[src/rtl/dm_pkg.sv]
// Shared definitions for the data-memory load/store unit: access size codes,
// FSM state encoding and the alignment rule.
package dm_pkg;

    localparam logic [1:0] SZ_B = 2'b00;
    localparam logic [1:0] SZ_H = 2'b01;
    localparam logic [1:0] SZ_W = 2'b10;

    typedef enum logic [1:0] {
        ST_IDLE = 2'b00,
        ST_RD   = 2'b01,
        ST_WR   = 2'b10,
        ST_DONE = 2'b11
    } state_t;

    // Size code 11 behaves as a word, so any size with bit 1 set needs word alignment.
    function automatic logic is_misaligned(input logic [1:0] size, input logic [1:0] off);
        return ((size == SZ_H) && off[0]) || (size[1] && (off != 2'b00));
    endfunction

endpackage

[src/rtl/dm_lane_mux.sv]
// Byte/half lane handling: extracts and extends load data from a memory word,
// and merges sub-word store data into a previously read word.
module dm_lane_mux
    import dm_pkg::*;
(
    input  logic [31:0] word,
    input  logic [15:0] wdata,
    input  logic [1:0]  size,
    input  logic        sext,
    input  logic [1:0]  off,
    output logic [31:0] ld_data,
    output logic [31:0] st_word
);

    logic signed [7:0]  b_lane;
    logic signed [15:0] h_lane;
    logic signed [31:0] b_ext;
    logic signed [31:0] h_ext;

    always_comb begin
        b_lane  = word[8*off +: 8];
        h_lane  = word[16*off[1] +: 16];
        b_ext   = b_lane;
        h_ext   = h_lane;
        ld_data = word;
        st_word = word;
        case (size)
            SZ_B: begin
                ld_data = sext ? b_ext : {24'd0, b_lane};
                st_word[8*off +: 8] = wdata[7:0];
            end
            SZ_H: begin
                ld_data = sext ? h_ext : {16'd0, h_lane};
                st_word[16*off[1] +: 16] = wdata;
            end
            default: begin
                ld_data = word;
                st_word = word;
            end
        endcase
    end

endmodule

[src/rtl/dm_lsu.sv]
// Load/store unit between the core and a word-wide data memory. Sub-word
// stores are done as read-modify-write; misaligned accesses complete with err.
module dm_lsu
    import dm_pkg::*;
#(
    parameter int AW = 10
) (
    input  logic          clk,
    input  logic          rst_n,
    input  logic          req,
    input  logic          we,
    input  logic [1:0]    size,
    input  logic          sext,
    input  logic [31:0]   addr,
    input  logic [31:0]   wdata,
    output logic          busy,
    output logic          done,
    output logic          err,
    output logic [31:0]   rdata,
    output logic [AW-1:0] dm_addr,
    output logic [31:0]   dm_din,
    output logic          dm_wr,
    input  logic [31:0]   dm_dout
);

    state_t      state;
    state_t      state_nx;
    logic        accept;
    logic        misalign;
    logic        subword;
    logic        we_q;
    logic        sext_q;
    logic [1:0]  size_q;
    logic [1:0]  off_q;
    logic [15:0] wdata_q;
    logic [31:0] ld_data;
    logic [31:0] st_word;
    logic        addr_unused;

    // Address bits above the memory are deliberately dropped so accesses wrap.
    assign addr_unused = ^addr[31:AW+2];
    assign accept      = (state == ST_IDLE) && req;
    assign misalign    = is_misaligned(size, addr[1:0]);
    assign subword     = (size == SZ_B) || (size == SZ_H);

    always_ff @(posedge clk or negedge rst_n) begin
        if (!rst_n) state <= ST_IDLE;
        else        state <= state_nx;
    end

    always_comb begin
        state_nx = state;
        case (state)
            ST_IDLE: begin
                if (req) begin
                    if (misalign)           state_nx = ST_DONE;
                    else if (we && !subword) state_nx = ST_WR;
                    else                    state_nx = ST_RD;
                end
            end
            ST_RD:   state_nx = we_q ? ST_WR : ST_DONE;
            ST_WR:   state_nx = ST_DONE;
            default: state_nx = ST_IDLE;
        endcase
    end

    always_comb begin
        busy = (state != ST_IDLE);
        done = (state == ST_DONE);
    end

    always_ff @(posedge clk) begin
        if (accept) begin
            we_q    <= we;
            sext_q  <= sext;
            size_q  <= size;
            off_q   <= addr[1:0];
            wdata_q <= wdata[15:0];
        end
    end

    dm_lane_mux u_lane (
        .word    (dm_dout),
        .wdata   (wdata_q),
        .size    (size_q),
        .sext    (sext_q),
        .off     (off_q),
        .ld_data (ld_data),
        .st_word (st_word)
    );

    // dm_wr follows the next state so it is high for the WR cycle only and
    // drops asynchronously with reset, before memory sees the negedge.
    always_ff @(posedge clk or negedge rst_n) begin
        if (!rst_n) begin
            dm_wr   <= 1'b0;
            dm_addr <= '0;
            dm_din  <= '0;
            rdata   <= '0;
            err     <= 1'b0;
        end else begin
            dm_wr <= (state_nx == ST_WR);
            if (accept) begin
                dm_addr <= addr[AW+1:2];
                dm_din  <= wdata;
                err     <= misalign;
            end
            if (state == ST_RD) begin
                if (we_q) dm_din <= st_word;
                else      rdata  <= ld_data;
            end
        end
    end

endmodule

[config.mk]
export PLATFORM = sky130hd
export DESIGN_NAME = dm_lsu
export DESIGN_NICKNAME = d
export VERILOG_FILES = /design/src/rtl/dm_pkg.sv /design/src/rtl/dm_lane_mux.sv /design/src/rtl/dm_lsu.sv
export SDC_FILE = /design/constraint.sdc
export NUM_CORES = 1
export LEC_CHECK = 0
export BUFFER_PORTS_ARGS = -buffer_cell sky130_fd_sc_hd__buf_2
export CAP_MARGIN = 20
export CORE_ASPECT_RATIO = 1.5
export CORE_MARGIN = 1
export CORE_UTILIZATION = 35
export DETAILED_ROUTE_END_ITERATION = 16
export SYNTH_ARGS = -nofsm -noshare
export SYNTH_HDL_FRONTEND = slang
export SYNTH_SLANG_ARGS = --single-unit
export TNS_END_PERCENT = 50
[constraint.sdc]
create_clock -name clk -period 3.2 [get_ports clk]
set_clock_uncertainty 0.1 [all_clocks]
set_input_delay 0.48 -clock clk [delete_from_list [all_inputs] [get_ports clk]]
set_output_delay 0.48 -clock clk [all_outputs]
set_load 0.01 [all_outputs]
==> reports/metrics.csv, run 1 <==
metric,value,unit
Max Cap Violations,0,
TNS Setup,0,ns
combinational power share,42.0,%
Area growth syn-to-layout,24.9,%
final std cells w/o fill,847,
Final Core Density,45.0,%
mapped cell area,0.00509,sq mm
CP Launch Type,flip-flop,
Post-synth EDFFs,22,
CP endpoint kind,flip-flop,
Area contributors post-synth,"dfrtp_1, edfxtp_1, nand2_1, a32oi_1, a21oi_1",
count of different cell masters after synthesis,49,
Main synth FF type,dfrtp_1,
Sw Share,40.0,%
worst-skew pair later-pin latency,0.35,ns
GRT Total Usage,22.1,%
area of the multi-input gates,0.00227,sq mm
yosys synthesis warning count,0,
crit path max fanout,16,
first-pass GRT wire length,24900,um
drt total wl,16600,um
RSZ-0062 raised after global routing,false,
clock share of power,18.7,%
ys async rst share,78.0,%
DR vias/cell,5.47,
minimum clock period,2.29,ns
"Setup violations, final",0,
wire per inst,19.6,um
hpwl dp,12300,um
chip width,100,um
Detailed Routing Iterations Pass 1,5,
Max Slew Vio Count,0,
cell total after placement,829,
Peak VDD IR,0.323,mV
CTS Root Cell,clkbuf_16,
PD cells,899,mW/mm^2
clk sink count,100,
gpl congestion,0.817,
H-tree depth,3,
DRC violations left,0,
post-route ant nets,0,
Fin. Hold Viols,0,
die height,150,um
HP Class,primary input to flip-flop,
Final Instance Area,0.00636,sq mm
Yosys top cell area share,38.3,%
Clock Path Buffers,2,
most common cell in the synthesized netlist,nand2_1,
# IOs,181,
Worst EP required,3.37,ns
leakage power,0.00280,uW
I/O Buffers,160,
TritonCTS buffer count,9,
Fillers,1402,
CTS tree,yes,
Psw,2290,uW
Pint,3430,uW
Worst R2R Setup Slack,0.91,ns
syn nets,614,
Max-slew headroom,46.3,%
post-synthesis sequential area ratio,51.3,%
via count,4630,
pin count of the biggest net entering global routing,79,
Setup Crit Path Kind,flip-flop to flip-flop,
Final period util,71.7,%
"Reg clk slew, reported paths",0.07,ns
starting density of the core,36.0,%
Gate Count Post-Synth,502,
core area,0.0141,sq mm
commonest cells in the netlist,"nand2_1, dfrtp_1, a21oi_1",
largest area contributor in the netlist,dfrtp_1,
DP Area,0.00603,sq mm
Synth Area per Inst,10.1,sq um
die area,0.0150,sq mm
status,"complete, no violations",
Storage cell area,0.00261,sq mm
vias in the first global route,4567,
"FF+latch count, synth",100,
# diodes,0,
part of the power in registers,39.3,%
Final #Nets,762,
initial antenna violation count,0,
total gr overflow,0,
worst slew pin tran,0.805,ns
fmax,436,MHz
"Data arrival, critical path",2.46,ns
fraction of layout cells with a size suffix above 1,32.1,%
initial DRC count,332,
row count,53,
layer usage:
| layer | track usage [%] | wire length, um | up-vias |
|---|---|---|---|
| li1 | - | - | 2176 |
| met1 | 26.8 | 6420 | 2236 |
| met2 | 38.7 | 8720 | 188 |
| met3 | 3.32 | 881 | 30 |
| met4 | 9.57 | 574 | 0 |
| met5 | 0 | 0 | - |
cells in the final DEF, fill, tap and decap left out, types with 9 or more instances in the layout:
master / instances
dfrtp_1: 78
ha_1: 9
buf_4: 12
buf_2: 159
nand2_1: 116
a32oi_1: 31
a221o_1: 16
edfxtp_1: 22
o211ai_1: 16
a22oi_1: 15
a21oi_1: 43
o21ai_0: 25
clkbuf_16: 9
a221oi_1: 9
nor2_1: 17
cell families after synthesis:
| family | count (synthesis) | share of synthesized area [%] |
|---|---|---|
| AO/OA/AOI/OAI | 182 | 26.1 |
| AND/OR/NAND/NOR | 157 | 14.0 |
| flip-flops | 100 | 51.3 |
| buffers and inverters | 44 | 4.15 |
| multiplexers | 10 | 2.14 |
| adder cells (fa/ha/maj) | 9 | 2.21 |
critical path, cell delays in order (launching register included):
cell and delay, ns:
dfrtp_1 0.42, inv_1 0.10, ha_1 0.22, nand2b_1 0.42, nor2_2 0.69, a21oi_1 0.08, o21ai_0 0.18
worst paths after layout:
path                            cells past startpoint                endpoint                   start
worst max-delay path                                6   rdata[27]$_DFFE_PN0P_      state[1]$_DFF_PN0_
worst min-delay path                                1        sext_q$_DFFE_PP_                    sext
worst max register to register                      6   rdata[27]$_DFFE_PN0P_      state[1]$_DFF_PN0_
worst min register to register                      2  dm_addr[6]$_DFFE_PN0P_  dm_addr[6]$_DFFE_PN0P_
max in group asynchronous                           3    rdata[7]$_DFFE_PN0P_                   rst_n
min in group asynchronous                           2   rdata[27]$_DFFE_PN0P_                   rst_n
area by class of cell:
cell class	instances	area share (%)
flip-flops and latches	100	41.1
multi-input cells	358	35.6
repair buffers	173	14.5
well taps	192	3.78
clock buffers	9	3.54
clock inverters	7	0.945
inverters	8	0.472
registers in the layout (all words and copies together), names as in the netlist:
name	count
dm_din	32
we_q	1
wdata_q	16
rdata	32
err	1
dm_wr	1
size_q	2
sext_q	1
state	2
off_q	2
dm_addr	10
what timing repair did:
action | in CTS | in global routing
endpoints found under the setup margin | 0 | 0
hold endpoints to repair | 0 | 7
hold buffers | 0 | 1
gates resized for setup | 0 | 0
buffers inserted | 0 | 0
per-stage QoR:
stage               power, uW  hold WS, ns  setup slack, ns
floorplan                3700       0.0844             1.22
global placement         4590        0.355            0.976
detailed placement       4680        0.363            0.887
CTS                      5760        0.194            0.864
global route             6110        0.195            0.649
finish                   5720        0.205            0.905
power groups by stage:
stage	Sequential (uW)	Combinational, uW	Clock [uW]
global placement	2250	2350	0
CTS	2250	2420	1090
floorplan	2410	1300	0
global route	2320	2660	1130
finish	2250	2400	1070
detailed placement	2270	2410	0
No activity file was read; power rests on OpenSTA's default activity.
==> inputs of run 2 (changes only) <==
==> constraint.sdc (replaced) <==
create_clock -name clk -period 2.1 [get_ports clk]
set_clock_uncertainty 0.1 [all_clocks]
set_input_delay 0.315 -clock clk [delete_from_list [all_inputs] [get_ports clk]]
set_output_delay 0.315 -clock clk [all_outputs]
set_load 0.01 [all_outputs]
==> reports/metrics.csv, run 2 (synthesized netlist as in run 1, its figures left out) <==
metric,value,unit,change
status,"complete, no violations",,
H-tree depth,3,,unchanged
Detailed Routing Iterations Pass 1,5,,unchanged
hpwl dp,12500,um,+1.9%
"Reg clk slew, reported paths",0.07,ns,about the same
die area,0.0150,sq mm,unchanged
"Data arrival, critical path",2.10,ns,-0.36 ns
die height,150,um,unchanged
crit path max fanout,11,,-5
PD cells,1380,mW/mm^2,+53%
"most common cell after layout, fill and taps aside",buf_2,,
Area growth syn-to-layout,28.5,%,
gpl congestion,0.839,,+2.7%
wire per inst,19.4,um,-0.97%
"Setup violations, final",0,,unchanged
# IOs,181,,unchanged
Fin. Hold Viols,0,,unchanged
Peak VDD IR,0.561,mV,+74%
crit path cell chain,"nor3b_4, a41oi_1, nor2_4, a221o_1",,
CP Launch Type,flip-flop,,
Setup Crit Path Kind,flip-flop to flip-flop,,
Final #Nets,776,,+1.8%
slowest library cell on the worst path,edfxtp_1,,
drt total wl,16700,um,+0.66%
Final Total Pwr,9010,uW,+58%
initial antenna violation count,0,,unchanged
worst-skew pair later-pin latency,0.34,ns,about the same
worst slew pin tran,0.535,ns,-0.271 ns
TNS Setup,0,ns,unchanged
via count,4709,,+1.7%
post-route ant nets,0,,unchanged
vias in the first global route,4671,,+2.3%
RSZ-0062 raised after global routing,false,,
Final Core Density,46.3,%,+1.3 points
CTS tree,yes,,
Clock Path Buffers,2,,unchanged
minimum clock period,1.92,ns,-0.373 ns
total gr overflow,0,,unchanged
CTS Root Cell,clkbuf_16,,
"commonest non-fill, non-tap cells in the layout","buf_2, nand2_1, dfrtp_1",,
Max Slew Vio Count,0,,unchanged
fmax,520,MHz,+19%
chip width,100,um,unchanged
clk sink count,100,,unchanged
GRT Total Usage,22.6,%,+0.50 points
row count,53,,unchanged
Worst path max stage delay,0.61,ns,-0.08 ns
CP endpoint kind,flip-flop,,
Max-slew headroom,64.2,%,+18 points
# diodes,0,,unchanged
initial DRC count,302,,-9.0%
Max Cap Violations,0,,unchanged
Largest regs,"dm_din (32), rdata (32), wdata_q (16)",,
DR vias/cell,5.47,,about the same
leakage power,0.00290,uW,+3.6%
starting density of the core,36.0,%,unchanged
first-pass GRT wire length,25600,um,+2.5%
Fillers,1358,,-3.1%
I/O Buffers,160,,unchanged
TritonCTS buffer count,9,,unchanged
pin count of the biggest net entering global routing,46,,-42%
Final period util,91.5,%,+20 points
HP Class,primary input to flip-flop,,
core area,0.0141,sq mm,unchanged
DRC violations left,0,,unchanged
fraction of layout cells with a size suffix above 1,33.5,%,+1.4 points
Worst EP required,2.28,ns,-1.09 ns
## run 2: report_power, final
part | switching (uW) | leakage, uW | total, uW | internal, uW
Clock | 749 | 0.000154 | 1800 | 1050
Sequential | 560 | 0.00114 | 3410 | 2850
Combinational | 2150 | 0.00160 | 3800 | 1650
## run 2: cell type report
class | instances | area (sq um) | share of cell area, %
Clock buffer | 9 | 225 | 3.44
Inverter | 8 | 31.3 | 0.478
Clock inverter | 7 | 100 | 1.53
Timing Repair Buffer | 187 | 1060 | 16.2
Sequential cell | 100 | 2610 | 39.9
Multi-Input combinational cell | 358 | 2270 | 34.7
Tap cell | 192 | 240 | 3.67
## run 2: worst max-delay path, delay by kind of cell (launching register included)
kind | cells | cell delay (ns)
AO/OA/AOI/OAI | 2 | 0.35
flip-flops | 1 | 0.61
AND/OR/NAND/NOR | 2 | 0.79
## run 2: repair_timing
action | in CTS | in global routing
resized for setup | 0 | 2
hold endpoints to repair | 33 | 0
hold buffers | 1 | 0
setup endpoints to repair | 0 | 21
buffers inserted | 0 | 1
## run 2: metrics by stage
stage	instances	cell area (sq um)	worst slack, ns	hold slack [ns]
finish	861	6540	0.178	0.0495
global route	861	6540	0.0166	0.0339
CTS	860	6510	0.0914	0.0344
detailed placement	843	6180	0.0805	0.213
global placement	843	6180	0.148	0.205
floorplan	502	5090	0.115	-0.0806
## run 2: worst paths after layout
path | start | endpoint | slack, ns | depth (start not counted)
max in group asynchronous | rst_n | rdata[6]$_DFFE_PN0P_ | 0.91 | 3
setup / recovery | size_q[0]$_DFFE_PP_ | dm_din[0]$_DFF_PN0_ | 0.18 | 4
min in group asynchronous | rst_n | dm_wr$_DFF_PN0_ | 0.37 | 2
setup reg to reg | size_q[0]$_DFFE_PP_ | dm_din[0]$_DFF_PN0_ | 0.18 | 4
hold reg to reg | dm_addr[8]$_DFFE_PN0P_ | dm_addr[8]$_DFFE_PN0P_ | 0.37 | 2
hold / removal | sext | sext_q$_DFFE_PP_ | 0.05 | 1
## run 2: per-layer routing
layer  part of all wire (%)  global-route usage [%]
met2                     52                    38.8
met4                    3.4                    10.7
met1                     40                    28.1
met3                    5.0                    2.90
met5                      0                       0
